===== src/rtl/riscv_mc_pkg.sv =====
// Shared encodings for the multicycle RISC-V control unit: FSM states,
// opcode constants and datapath mux-select / ALU-class encodings.
package riscv_mc_pkg;

  typedef enum logic [3:0] {
    S_FETCH    = 4'd0,
    S_DECODE   = 4'd1,
    S_MEMADR   = 4'd2,
    S_MEMREAD  = 4'd3,
    S_MEMWB    = 4'd4,
    S_MEMWRITE = 4'd5,
    S_EXECR    = 4'd6,
    S_EXECI    = 4'd7,
    S_ALUWB    = 4'd8,
    S_BEQ      = 4'd9,
    S_JAL      = 4'd10
  } state_t;

  localparam logic [6:0] OP_LOAD  = 7'b0000011;
  localparam logic [6:0] OP_STORE = 7'b0100011;
  localparam logic [6:0] OP_RTYPE = 7'b0110011;
  localparam logic [6:0] OP_ITYPE = 7'b0010011;
  localparam logic [6:0] OP_BEQ   = 7'b1100011;
  localparam logic [6:0] OP_JAL   = 7'b1101111;

  localparam logic [1:0] SRCA_PC    = 2'b00;
  localparam logic [1:0] SRCA_OLDPC = 2'b01;
  localparam logic [1:0] SRCA_RS1   = 2'b10;

  localparam logic [1:0] SRCB_RS2   = 2'b00;
  localparam logic [1:0] SRCB_IMM   = 2'b01;
  localparam logic [1:0] SRCB_FOUR  = 2'b10;

  localparam logic [1:0] RES_ALUOUT = 2'b00;
  localparam logic [1:0] RES_RDATA  = 2'b01;
  localparam logic [1:0] RES_ALU    = 2'b10;

  localparam logic [1:0] IMM_I      = 2'b00;
  localparam logic [1:0] IMM_S      = 2'b01;
  localparam logic [1:0] IMM_B      = 2'b10;
  localparam logic [1:0] IMM_J      = 2'b11;

  localparam logic [1:0] ALUOP_ADD  = 2'b00;
  localparam logic [1:0] ALUOP_SUB  = 2'b01;
  localparam logic [1:0] ALUOP_FUNC = 2'b10;

endpackage


===== src/rtl/instr_decoder.sv =====
// Immediate-format select, derived from the opcode alone so it is valid in
// every state (including while the instruction is still being fetched).
module instr_decoder
  import riscv_mc_pkg::*;
(
  input  logic [6:0] op,
  output logic [1:0] ImmSrc
);

  // opcode -> immediate format; unknown opcodes fall back to I-type
  always_comb begin
    ImmSrc = IMM_I;
    case (op)
      OP_STORE: ImmSrc = IMM_S;
      OP_BEQ:   ImmSrc = IMM_B;
      OP_JAL:   ImmSrc = IMM_J;
      default:  ImmSrc = IMM_I;
    endcase
  end

endmodule


===== src/rtl/multicycle_controller.sv =====
// Multicycle RISC-V control FSM.
//
//   state    | meaning
//   FETCH    | read instruction, PC <= PC+4 when memory is ready
//   DECODE   | compute branch/jump target into ALUOut, dispatch on opcode
//   MEMADR   | rs1 + imm address for load/store
//   MEMREAD  | load access, wait for mem_ready
//   MEMWB    | write load data to rd, retire
//   MEMWRITE | store access, MemWrite held until mem_ready, then retire
//   EXECR    | register-register ALU op
//   EXECI    | register-immediate ALU op
//   ALUWB    | write ALUOut to rd, retire
//   BEQ      | compare rs1/rs2, take branch on Zero, retire
//   JAL      | PC <= target, ALUOut <= PC+4 for link
//
// All 1-bit strobes are gated by rst_n so they drop the moment reset
// asserts, independent of the clock.
module multicycle_controller
  import riscv_mc_pkg::*;
(
  input  logic       clk,
  input  logic       rst_n,
  input  logic [6:0] op,
  input  logic       Zero,
  input  logic       mem_ready,
  output logic       PCWrite,
  output logic       AdrSrc,
  output logic       MemWrite,
  output logic       IRWrite,
  output logic       RegWrite,
  output logic [1:0] ResultSrc,
  output logic [1:0] ALUSrcA,
  output logic [1:0] ALUSrcB,
  output logic [1:0] ALUOp,
  output logic [1:0] ImmSrc,
  output logic       illegal_op,
  output logic       instr_done
);

  state_t state, state_next;
  logic   pc_update, branch;
  logic   mem_write_c, ir_write_c, reg_write_c, illegal_c, done_c;

  instr_decoder u_instr_decoder (
    .op     (op),
    .ImmSrc (ImmSrc)
  );

  // state register, asynchronously forced to FETCH by reset
  always_ff @(posedge clk or negedge rst_n) begin
    if (!rst_n) state <= S_FETCH;
    else        state <= state_next;
  end

  // next-state and per-state output decode
  always_comb begin
    state_next  = state;
    pc_update   = 1'b0;
    branch      = 1'b0;
    AdrSrc      = 1'b0;
    mem_write_c = 1'b0;
    ir_write_c  = 1'b0;
    reg_write_c = 1'b0;
    illegal_c   = 1'b0;
    done_c      = 1'b0;
    ResultSrc   = RES_ALUOUT;
    ALUSrcA     = SRCA_PC;
    ALUSrcB     = SRCB_RS2;
    ALUOp       = ALUOP_ADD;
    case (state)
      S_FETCH: begin
        ALUSrcB   = SRCB_FOUR;
        ResultSrc = RES_ALU;
        if (mem_ready) begin
          ir_write_c = 1'b1;
          pc_update  = 1'b1;
          state_next = S_DECODE;
        end
      end
      S_DECODE: begin
        ALUSrcA = SRCA_OLDPC;
        ALUSrcB = SRCB_IMM;
        case (op)
          OP_LOAD, OP_STORE: state_next = S_MEMADR;
          OP_RTYPE:          state_next = S_EXECR;
          OP_ITYPE:          state_next = S_EXECI;
          OP_BEQ:            state_next = S_BEQ;
          OP_JAL:            state_next = S_JAL;
          default: begin
            illegal_c  = 1'b1;
            state_next = S_FETCH;
          end
        endcase
      end
      S_MEMADR: begin
        ALUSrcA    = SRCA_RS1;
        ALUSrcB    = SRCB_IMM;
        state_next = (op == OP_LOAD) ? S_MEMREAD : S_MEMWRITE;
      end
      S_MEMREAD: begin
        AdrSrc = 1'b1;
        if (mem_ready) state_next = S_MEMWB;
      end
      S_MEMWB: begin
        ResultSrc   = RES_RDATA;
        reg_write_c = 1'b1;
        done_c      = 1'b1;
        state_next  = S_FETCH;
      end
      S_MEMWRITE: begin
        AdrSrc      = 1'b1;
        mem_write_c = 1'b1;
        if (mem_ready) begin
          done_c     = 1'b1;
          state_next = S_FETCH;
        end
      end
      S_EXECR: begin
        ALUSrcA    = SRCA_RS1;
        ALUOp      = ALUOP_FUNC;
        state_next = S_ALUWB;
      end
      S_EXECI: begin
        ALUSrcA    = SRCA_RS1;
        ALUSrcB    = SRCB_IMM;
        ALUOp      = ALUOP_FUNC;
        state_next = S_ALUWB;
      end
      S_ALUWB: begin
        reg_write_c = 1'b1;
        done_c      = 1'b1;
        state_next  = S_FETCH;
      end
      S_BEQ: begin
        ALUSrcA    = SRCA_RS1;
        ALUOp      = ALUOP_SUB;
        branch     = 1'b1;
        done_c     = 1'b1;
        state_next = S_FETCH;
      end
      S_JAL: begin
        ALUSrcA    = SRCA_OLDPC;
        ALUSrcB    = SRCB_FOUR;
        pc_update  = 1'b1;
        state_next = S_ALUWB;
      end
      default: state_next = S_FETCH;
    endcase
  end

  // strobes forced low for as long as reset is held
  always_comb begin
    PCWrite    = rst_n & (pc_update | (branch & Zero));
    IRWrite    = rst_n & ir_write_c;
    MemWrite   = rst_n & mem_write_c;
    RegWrite   = rst_n & reg_write_c;
    illegal_op = rst_n & illegal_c;
    instr_done = rst_n & done_c;
  end

endmodule


===== config.mk =====
export PLATFORM = sky130hd
export DESIGN_NAME = multicycle_controller
export DESIGN_NICKNAME = d
export VERILOG_FILES = /design/src/rtl/riscv_mc_pkg.sv /design/src/rtl/instr_decoder.sv /design/src/rtl/multicycle_controller.sv
export SDC_FILE = /design/constraint.sdc
export NUM_CORES = 1
export LEC_CHECK = 0
export ABC_AREA = 1
export BUFFER_PORTS_ARGS = -buffer_cell sky130_fd_sc_hd__buf_2
export CAP_MARGIN = 40
export CELL_PAD_IN_SITES_DETAIL_PLACEMENT = 1
export CELL_PAD_IN_SITES_GLOBAL_PLACEMENT = 2
export CORE_MARGIN = 10
export CORE_UTILIZATION = 19
export DETAILED_ROUTE_END_ITERATION = 7
export MAX_ROUTING_LAYER = met4
export PLACE_DENSITY_LB_ADDON = 0.1
export SLEW_MARGIN = 15
export SYNTH_ARGS = -nofsm -noshare
export SYNTH_HDL_FRONTEND = slang
export SYNTH_HIERARCHICAL = 1
export SYNTH_SLANG_ARGS = --single-unit

===== constraint.sdc =====
create_clock -name clk -period 1.14 [get_ports clk]
set_input_delay 0.171 -clock clk [delete_from_list [all_inputs] [get_ports clk]]
set_output_delay 0.171 -clock clk [all_outputs]
set_load 0.01 [all_outputs]

==> flow_metrics.tcl, run 1 <==
set metrics [dict create \
    outcome "finished with violations" \
    violations "setup timing" \
    hp-class "input port to async pin" \
    vdd_drop_max_mv 0.5877 \
    fp.dieArea_um2 5855 \
    cts_max_level 1 \
    reg2regPathDepth 9 \
    holdWs_ps 334.1 \
    yosys.area_share.simple_pct 54.64 \
    grt_pass1_wl_um 4657 \
    gp_congestion 0.7393 \
    syn_area_per_cell_um2 5.418 \
    drcViolationCount 0 \
    clk_pin_slew_ps 50 \
    hpwl_um 2232 \
    top_usage_layer "met2" \
    syn2layout_area_growth_pct 109.3 \
    met3_usage_pct 2.241 \
    r2r_slack_ps -310 \
    synth.top_cell.area_share_pct 20.41 \
    ioPinCount 28 \
    rsz0062_at_grt "yes" \
    cts_tree "built" \
    num_vias 930 \
    required_ps 970 \
    floorplan.initialDensity_pct 19.88 \
    die_x_um 76.52 \
    rows 20 \
    total_power_mw 1.646 \
    synth_fa_ha_area_share_pct 0 \
    grt_overflow 0 \
    drive_above_1_share_pct 58.99 \
    syn-num-nets 123 \
    clk_latency_ps 250 \
    yosysSeqAreaShare_pct 16.49 \
    p_leak_nw 0.7039 \
    critPathArrivalTime_ps 1390 \
    cts_buffers 3 \
    worst_slack_ps -423.0 \
    ant_nets 0 \
    reg.largest.list "state (4)" \
    first_global_vias 1011 \
    max_slew.worst_pin.slew_ps 289.9 \
    synthCells 112 \
    antennaDiodeCount 0 \
    regMostFlops "state" \
    worst_clock_skew_ps 14.81 \
    nets 190 \
    wl_per_cell_um 12.48 \
    io_buffers 27 \
    met2_usage_pct 14.88 \
    antenna_found_initial 0 \
    cts_max_path_buffers 2 \
    yosys.area.top_type "nand2_1" \
    ys_ff_latch 4 \
    core_area_um2 3053 \
    grt_util_all_layers_pct 9.602 \
    worstPathMaxFanout 4 \
    criticalPathCategory "flop to output pin" \
    synth_area_um2 606.8 \
    synth_mux_area_share_pct 0 \
    routed_via_density 4.189 \
    synth-xor-area-share_pct 0 \
    p_per_area_nw_per_um2 1296 \
    drt_iter0_drc 16 \
    slew_headroom_pct 80.65 \
    synth.distinct_cells 18 \
    setup_violations 19 \
    synth_top_family_by_area "simple AND/OR/NAND/NOR gates" \
    end_kind "output pin" \
    final_area_um2 1270 \
    period_needed_ps 1563 \
    synth.area.top_cells "nand2_1, dfrtp_1, inv_1, nand3_1, nor2_1" \
    die_y_um 76.52 \
    post_dp_cell_area_um2 1018 \
    ys.warnings.count 6 \
    grt_max_degree 7 \
    hold_violations 0 \
    slew_viol_final 0 \
    cts.sinks 4 \
    fmax_ghz 0.6398 \
    synth-compound-area-share_pct 11.55 \
    finalCritPeriodShare_pct 137.1 \
    largest_reg_flops 4 \
    max_cap_violations 0 \
    routed_wl_um 2770 \
    cts_root_buffer "clkbuf_4" \
    grtUsageMet1_pct 12.05 \
    dr.pass1.iters 4 \
    startpoint_type "flop" \
    layout_common_cells "nand2_1, buf_4, buf_2, inv_1, buf_6" \
]
==> worst paths after layout <==
check / from / end
worst min-delay path: rst_n / state[0]$_DFFE_PN0P_
worst max register to register: state[2]$_DFFE_PN0P_ / state[0]$_DFFE_PN0P_
worst min register to register: state[3]$_DFFE_PN0P_ / state[2]$_DFFE_PN0P_
worst max-delay path: state[2]$_DFFE_PN0P_ / AdrSrc
min in group clk: mem_ready / state[2]$_DFFE_PN0P_
max in group asynchronous: rst_n / state[1]$_DFFE_PN0P_
==> metrics by stage <==
stage | util, % | cells | TNS, ps | setup WS, ps
finish | 41.60 | 222 | -5647 | -423.0
global route | 41.60 | 222 | -7189 | -507.3
CTS | 38.57 | 219 | -5324 | -391.8
detailed placement | 33.36 | 206 | -1971 | -202.9
global placement | 33.36 | 206 | -1742 | -178.3
floorplan | - | 112 | -182.0 | -63.21
==> power by group <==
group / internal, mW / switching [mW] / total (mW)
clock: 0.132 / 0.0741 / 0.206
sequential: 0.172 / 0.0566 / 0.228
combinational: 0.607 / 0.605 / 1.21
total: 0.911 / 0.735 / 1.65
==> cell usage after synthesis <==
master and instances:
nand2_1 33, nand2_2 4, a21oi_1 3, o21ai_0 2, o21ai_2 1, o211ai_1 2
nor2_2 4, dfrtp_1 4, a31oi_1 2, nand3_1 10, nor2_1 13, nand4_1 4
buf_6 1, a41oi_1 1, nor2_4 2, nand2_4 1, inv_1 21, inv_2 4
==> critical path, cell delays in order (launching register included) <==
cell and delay [ps]:
dfrtp_2 450, nor2_4 150, buf_4 130, buf_6 80, buf_6 90, nand3_4 70, nand2_4 70, buf_6 100
==> metal layers <==
layer | vias to the layer above | routed length, µm
met5 | - | 0
met4 | 0 | 21
met3 | 2 | 77
met2 | 20 | 1365
met1 | 426 | 1306
li1 | 482 | -
==> final cells by class <==
cell class | instances | area [µm²]
multi-input cells | 82 | 523.0
repair buffers | 63 | 461.7
well taps | 44 | 55.05
fillers | 428 | 1783
flip-flops and latches | 4 | 105.1
inverters | 25 | 98.84
clock buffers | 4 | 26.28
==> cells by family (layout without fill, tap and decap cells) <==
family,after synthesis,after routing
compound gates,11,11
buf+inv,26,92
flops,4,4
simple gates,71,71
==> repair_timing <==
action | 4_1_cts | 5_1_grt
hold endpoints to repair | 4 | 0
resized for setup | 16 | 19
gates cloned | 0 | 0
setup endpoints to repair | 18 | 21
pin swaps | 5 | 14
buffers inserted | 8 | 5
hold buffers | 1 | 0
No activity file was read; power rests on OpenSTA's default activity.
==> run 2, diff against run 1 <==
CAP_MARGIN = unset   (was 40)
CTS_CLUSTER_SIZE = 28   (was unset)
SKIP_CTS_REPAIR_TIMING = 1   (was unset)
==> run 2 against run 1 <==
  * The flow still finishes with violations (setup timing)
  * Sequential share of layout area decreased by 0.14 points
  * First-iteration DRC count fell by 19%
  * Clock skew fell by 5.3 ps
  * Largest cell class unchanged
  * Largest power group unchanged
  * Critical path depth down 2
  * Register-to-register slack improved by 60 ps
  * Via count grew 0.65%
  * Design area increased by 1.7%
  * Clock power is 3% lower
  * Critical endpoint is now instr_done
  * Flip-flop and latch count did not move
==> flow_metrics.tcl, run 2 (synthesis gave the netlist of run 1 again) <==
set metrics [dict create \
    drcViolationCount 0 \
    fp.dieArea_um2 5855 \
    violations "setup timing" \
    drive_above_1_share_pct 60.80 \
    top_layer "met4" \
    cts_max_path_buffers 2 \
    gp_congestion 0.7393 \
    rsz0062_at_grt "yes" \
    multiInputGateArea_um2 545.5 \
    vdd_drop_max_mv 0.6044 \
    ant_nets 0 \
    routed_via_density 4.255 \
    mostFrequentLayoutCell "nand2_1" \
    period_needed_ps 1584 \
    slew_headroom_pct 80.87 \
    antenna_found_initial 0 \
    cts_root_buffer "clkbuf_4" \
    die_x_um 76.52 \
    max_slew.worst_pin.slew_ps 286.6 \
    slew_viol_final 0 \
    criticalPathCategory "flop to output pin" \
    num_vias 936 \
    finalCritPeriodShare_pct 138.9 \
    holdWs_ps 334.0 \
    met2_length_um 1459 \
    hold_violations 0 \
    worstPathMaxFanout 4 \
    critPathArrivalTime_ps 1410 \
    final_area_um2 1291 \
    dr.pass1.iters 2 \
    grt_pass1_wl_um 4195 \
    core_area_um2 3053 \
    cts_max_level 1 \
    r2r_slack_ps -250 \
    max_cap_violations 0 \
    setup_violations 19 \
    drt-met1-wl_um 1293 \
    drt_iter0_drc 13 \
    grt_util_all_layers_pct 8.647 \
    antennaDiodeCount 0 \
    p_per_area_nw_per_um2 1320 \
    fmax_ghz 0.6315 \
    end_kind "output pin" \
    syn2layout_area_growth_pct 112.8 \
    p_leak_nw 0.7153 \
    wl_per_cell_um 13.02 \
    startpoint_type "flop" \
    fin_util_pct 42.30 \
    fill_cells 419 \
    reg2regPathDepth 9 \
    layout_common_cells "nand2_1, buf_4, buf_2, inv_1, buf_6" \
    hp-class "input port to async pin" \
    cts_buffers 3 \
    grt_max_degree 7 \
    first_global_vias 915 \
    reg.largest.list "state (4)" \
    grt_overflow 0 \
    dr_wl_met3_um 89 \
    die_y_um 76.52 \
    cts.sinks 4 \
    place_ws_ps -202.9 \
    worst_clock_skew_ps 9.534 \
    worst_slack_ps -443.5 \
    largest_reg_flops 4 \
    clk_pin_slew_ps 50 \
    r2r-start "state[2]$_DFFE_PN0P_" \
    post_dp_cell_area_um2 1018 \
    dpl.cell_count 206 \
    regMostFlops "state" \
    final-seq-area_um2 105.1 \
    io_buffers 27 \
    required_ps 970 \
    ioPinCount 28 \
    clk_latency_ps 240 \
    hpwl_um 2232 \
    outcome "finished with violations" \
    r2r_end "state[2]$_DFFE_PN0P_" \
    stdcell_count 220 \
    nets 188 \
    floorplan.initialDensity_pct 19.88 \
    cts_tree "built" \
    rows 20 \
    routed_wl_um 2865 \
]
## run 2: cell count changes in the layout (fill, tap and decap cells not counted), moves of 3 or more
cell   change
buf_6      +3
inv_2      +3
inv_1      -3
buf_4      -4
## run 2: final cells by class
type	count	area share, %
clock buffer	4	2.035
inverter	25	7.655
multi-input combinational	82	42.25
sequential	4	8.140
tap	44	4.264
timing repair buffer	61	35.66
## run 2: power breakdown
part,switching [mW],internal (mW)
combinational,0.639,0.632
clock,0.0676,0.132
sequential,0.0623,0.172
## run 2: per-stage QoR
stage | TNS [ps] | power [mW]
final | -5586 | 1.704
after global routing | -7299 | 1.868
after global placement | -1742 | 1.173
after floorplan | -182.0 | 0.7017
after CTS | -5849 | 1.388
after detailed placement | -1971 | 1.181
## run 2: worst max-delay path by stage
| stage | startpoint | cells past startpoint | endpoint |
|---|---|---|---|
| final | state[2]$_DFFE_PN0P_ | 5 | instr_done |
| after global routing | state[1]$_DFFE_PN0P_ | 6 | illegal_op |
| after CTS | state[1]$_DFFE_PN0P_ | 6 | instr_done |
| after detailed placement | state[3]$_DFFE_PN0P_ | 7 | PCWrite |
| after global placement | state[1]$_DFFE_PN0P_ | 6 | instr_done |
| after floorplan | state[3]$_DFFE_PN0P_ | 5 | ALUSrcB[0] |
## run 2: per-layer routing
metal	global-route usage, %	up-vias
li1	-	477
met1	11.27	437
met2	12.67	20
met3	2.123	2
met4	2.788	0
met5	-	-
## run 2: critical path: stages, from the launching register on
cell and delay [ps]:
dfrtp_2 450, nor2_4 210, nand2_4 80, buf_4 140, a41oi_2 140, buf_2 160
==> run 3, diff against run 2 <==
SETUP_SLACK_MARGIN = 0.3   (was unset)
==> run 3 against run 2 <==
  * The run still ends with setup timing left
  * Highest routed layer unchanged
  * Clock power decreased by 3%
  * Power rose by 3.3%
  * Utilization increased by 0.98 points
  * Register-to-register slack improved by 110 ps
  * Worst setup slack better by 24 ps
  * Critical path depth increased by 1
  * Clock skew fell by 1.8 ps
  * Critical path type unchanged
  * Fmax increased by 1.5%
  * Sequential power shrank 2%
==> flow_metrics.tcl, run 3 (synthesis gave the netlist of run 1 again) <==
set metrics [dict create \
    outcome "finished with violations" \
    violations "setup timing" \
    fmax_ghz 0.6413 \
    hpwl_um 2229 \
    vdd_drop_max_mv 0.6036 \
    clk_pin_slew_ps 40 \
    grt_overflow 0 \
    end_kind "output pin" \
    drcViolationCount 0 \
    worst_slack_ps -419.4 \
    die_y_um 76.52 \
    criticalPathCategory "flop to output pin" \
    regMostFlops "state" \
    drt_iter0_drc 12 \
    die_x_um 76.52 \
    gp_congestion 0.7835 \
    p_per_area_nw_per_um2 1332 \
    io_buffers 27 \
    nets 190 \
    setup_tns_ps -5359 \
    hp-class "input port to async pin" \
    reg.largest.list "state (4)" \
    grt_max_degree 8 \
    dpl.cell_count 210 \
    worstPathMaxFanout 7 \
    cts_tree "built" \
    routed_via_density 4.207 \
    drive_above_1_share_pct 62.92 \
    final_area_um2 1321 \
    cts_max_path_buffers 2 \
    p_leak_nw 0.7230 \
    stdcell_count 222 \
    period_needed_ps 1559 \
    post_dp_cell_area_um2 1072 \
    floorplan.initialDensity_pct 19.88 \
    clk_latency_ps 240 \
    wl_per_cell_um 12.15 \
    largest_reg_flops 4 \
    finalCritPeriodShare_pct 136.8 \
    routed_wl_um 2697 \
    max_cap_violations 0 \
    grt_util_all_layers_pct 8.796 \
    ioPinCount 28 \
    antenna_found_initial 0 \
    cts.sinks 4 \
    dr.pass1.iters 2 \
    holdWs_ps 297.8 \
    first_global_vias 931 \
    slew_headroom_pct 78.12 \
    rsz0062_at_grt "yes" \
    layout_common_cells "buf_4, nand2_1, buf_2, inv_1, buf_6" \
    max_slew.worst_pin.slew_ps 327.9 \
    required_ps 970 \
    ant_nets 0 \
    slew_viol_final 0 \
    fill_cells 404 \
    antennaDiodeCount 0 \
    startpoint_type "flop" \
    cts_max_level 1 \
    cts_buffers 3 \
    cts_root_buffer "clkbuf_4" \
    num_vias 934 \
    grt_pass1_wl_um 4222 \
    fp.dieArea_um2 5855 \
    hold_violations 0 \
    core_area_um2 3053 \
    critPathArrivalTime_ps 1390 \
    mostFrequentLayoutCell "buf_4" \
    syn2layout_area_growth_pct 117.7 \
    setup_violations 19 \
    rows 20 \
    worst_clock_skew_ps 7.772 \
]
==> run 3: through the flow <==
step / setup slack [ps] / utilization, % / total power [mW]
4_1_cts: -480.2 / 35.98 / 1.449
3_5_place_dp: -218.4 / 35.12 / 1.241
5_1_grt: -496.4 / 43.28 / 1.913
6_report: -419.4 / 43.28 / 1.760
2_1_floorplan: -63.21 / - / 0.7461
3_3_place_gp: -191.3 / 35.12 / 1.229
==> run 3: path summary, 6_finish.rpt <==
check	to	slack, ps	start	cells past startpoint
min in group clk	state[2]$_DFFE_PN0P_	340	mem_ready	4
setup reg to reg	state[2]$_DFFE_PN0P_	-140	state[0]$_DFFE_PN0P_	8
max in group asynchronous	state[2]$_DFFE_PN0P_	580	rst_n	3
hold / removal	state[0]$_DFFE_PN0P_	300	rst_n	2
hold reg to reg	state[3]$_DFFE_PN0P_	730	state[1]$_DFFE_PN0P_	2
setup / recovery	PCWrite	-420	state[1]$_DFFE_PN0P_	6
==> run 3: where the power goes <==
| group | leakage (nW) | switching, mW | total, mW | internal, mW |
|---|---|---|---|---|
| combinational | 0.659 | 0.661 | 1.34 | 0.675 |
| sequential | 0.0492 | 0.0583 | 0.230 | 0.172 |
| clock | 0.0150 | 0.0628 | 0.194 | 0.132 |
==> run 3: worst max-delay path, stage by stage (launching register included) <==
cell     delay [ps]
dfrtp_2         480
nor2_4          150
nand2_2         100
inv_4            70
nand2_4          60
a31oi_2         140
buf_2           150
==> run 3: final cells by class <==
class                      instances  area, µm²  area share (%)
timing repair buffer              63      490.5           37.12
clock buffer                       4      26.28           1.989
tap                               44      55.05           4.167
multi-input combinational         82      541.8           41.00
sequential                         4      103.9           7.860
inverter                          25      103.9           7.860
==> run 3: layer usage <==
| metal | up-vias | track usage, % | share of wire [%] |
|---|---|---|---|
| met5 | - | - | 0 |
| met4 | 0 | 4.461 | 1.3 |
| met3 | 2 | 2.005 | 2.9 |
| met2 | 23 | 13.27 | 49 |
| met1 | 425 | 10.68 | 47 |
| li1 | 484 | - | - |
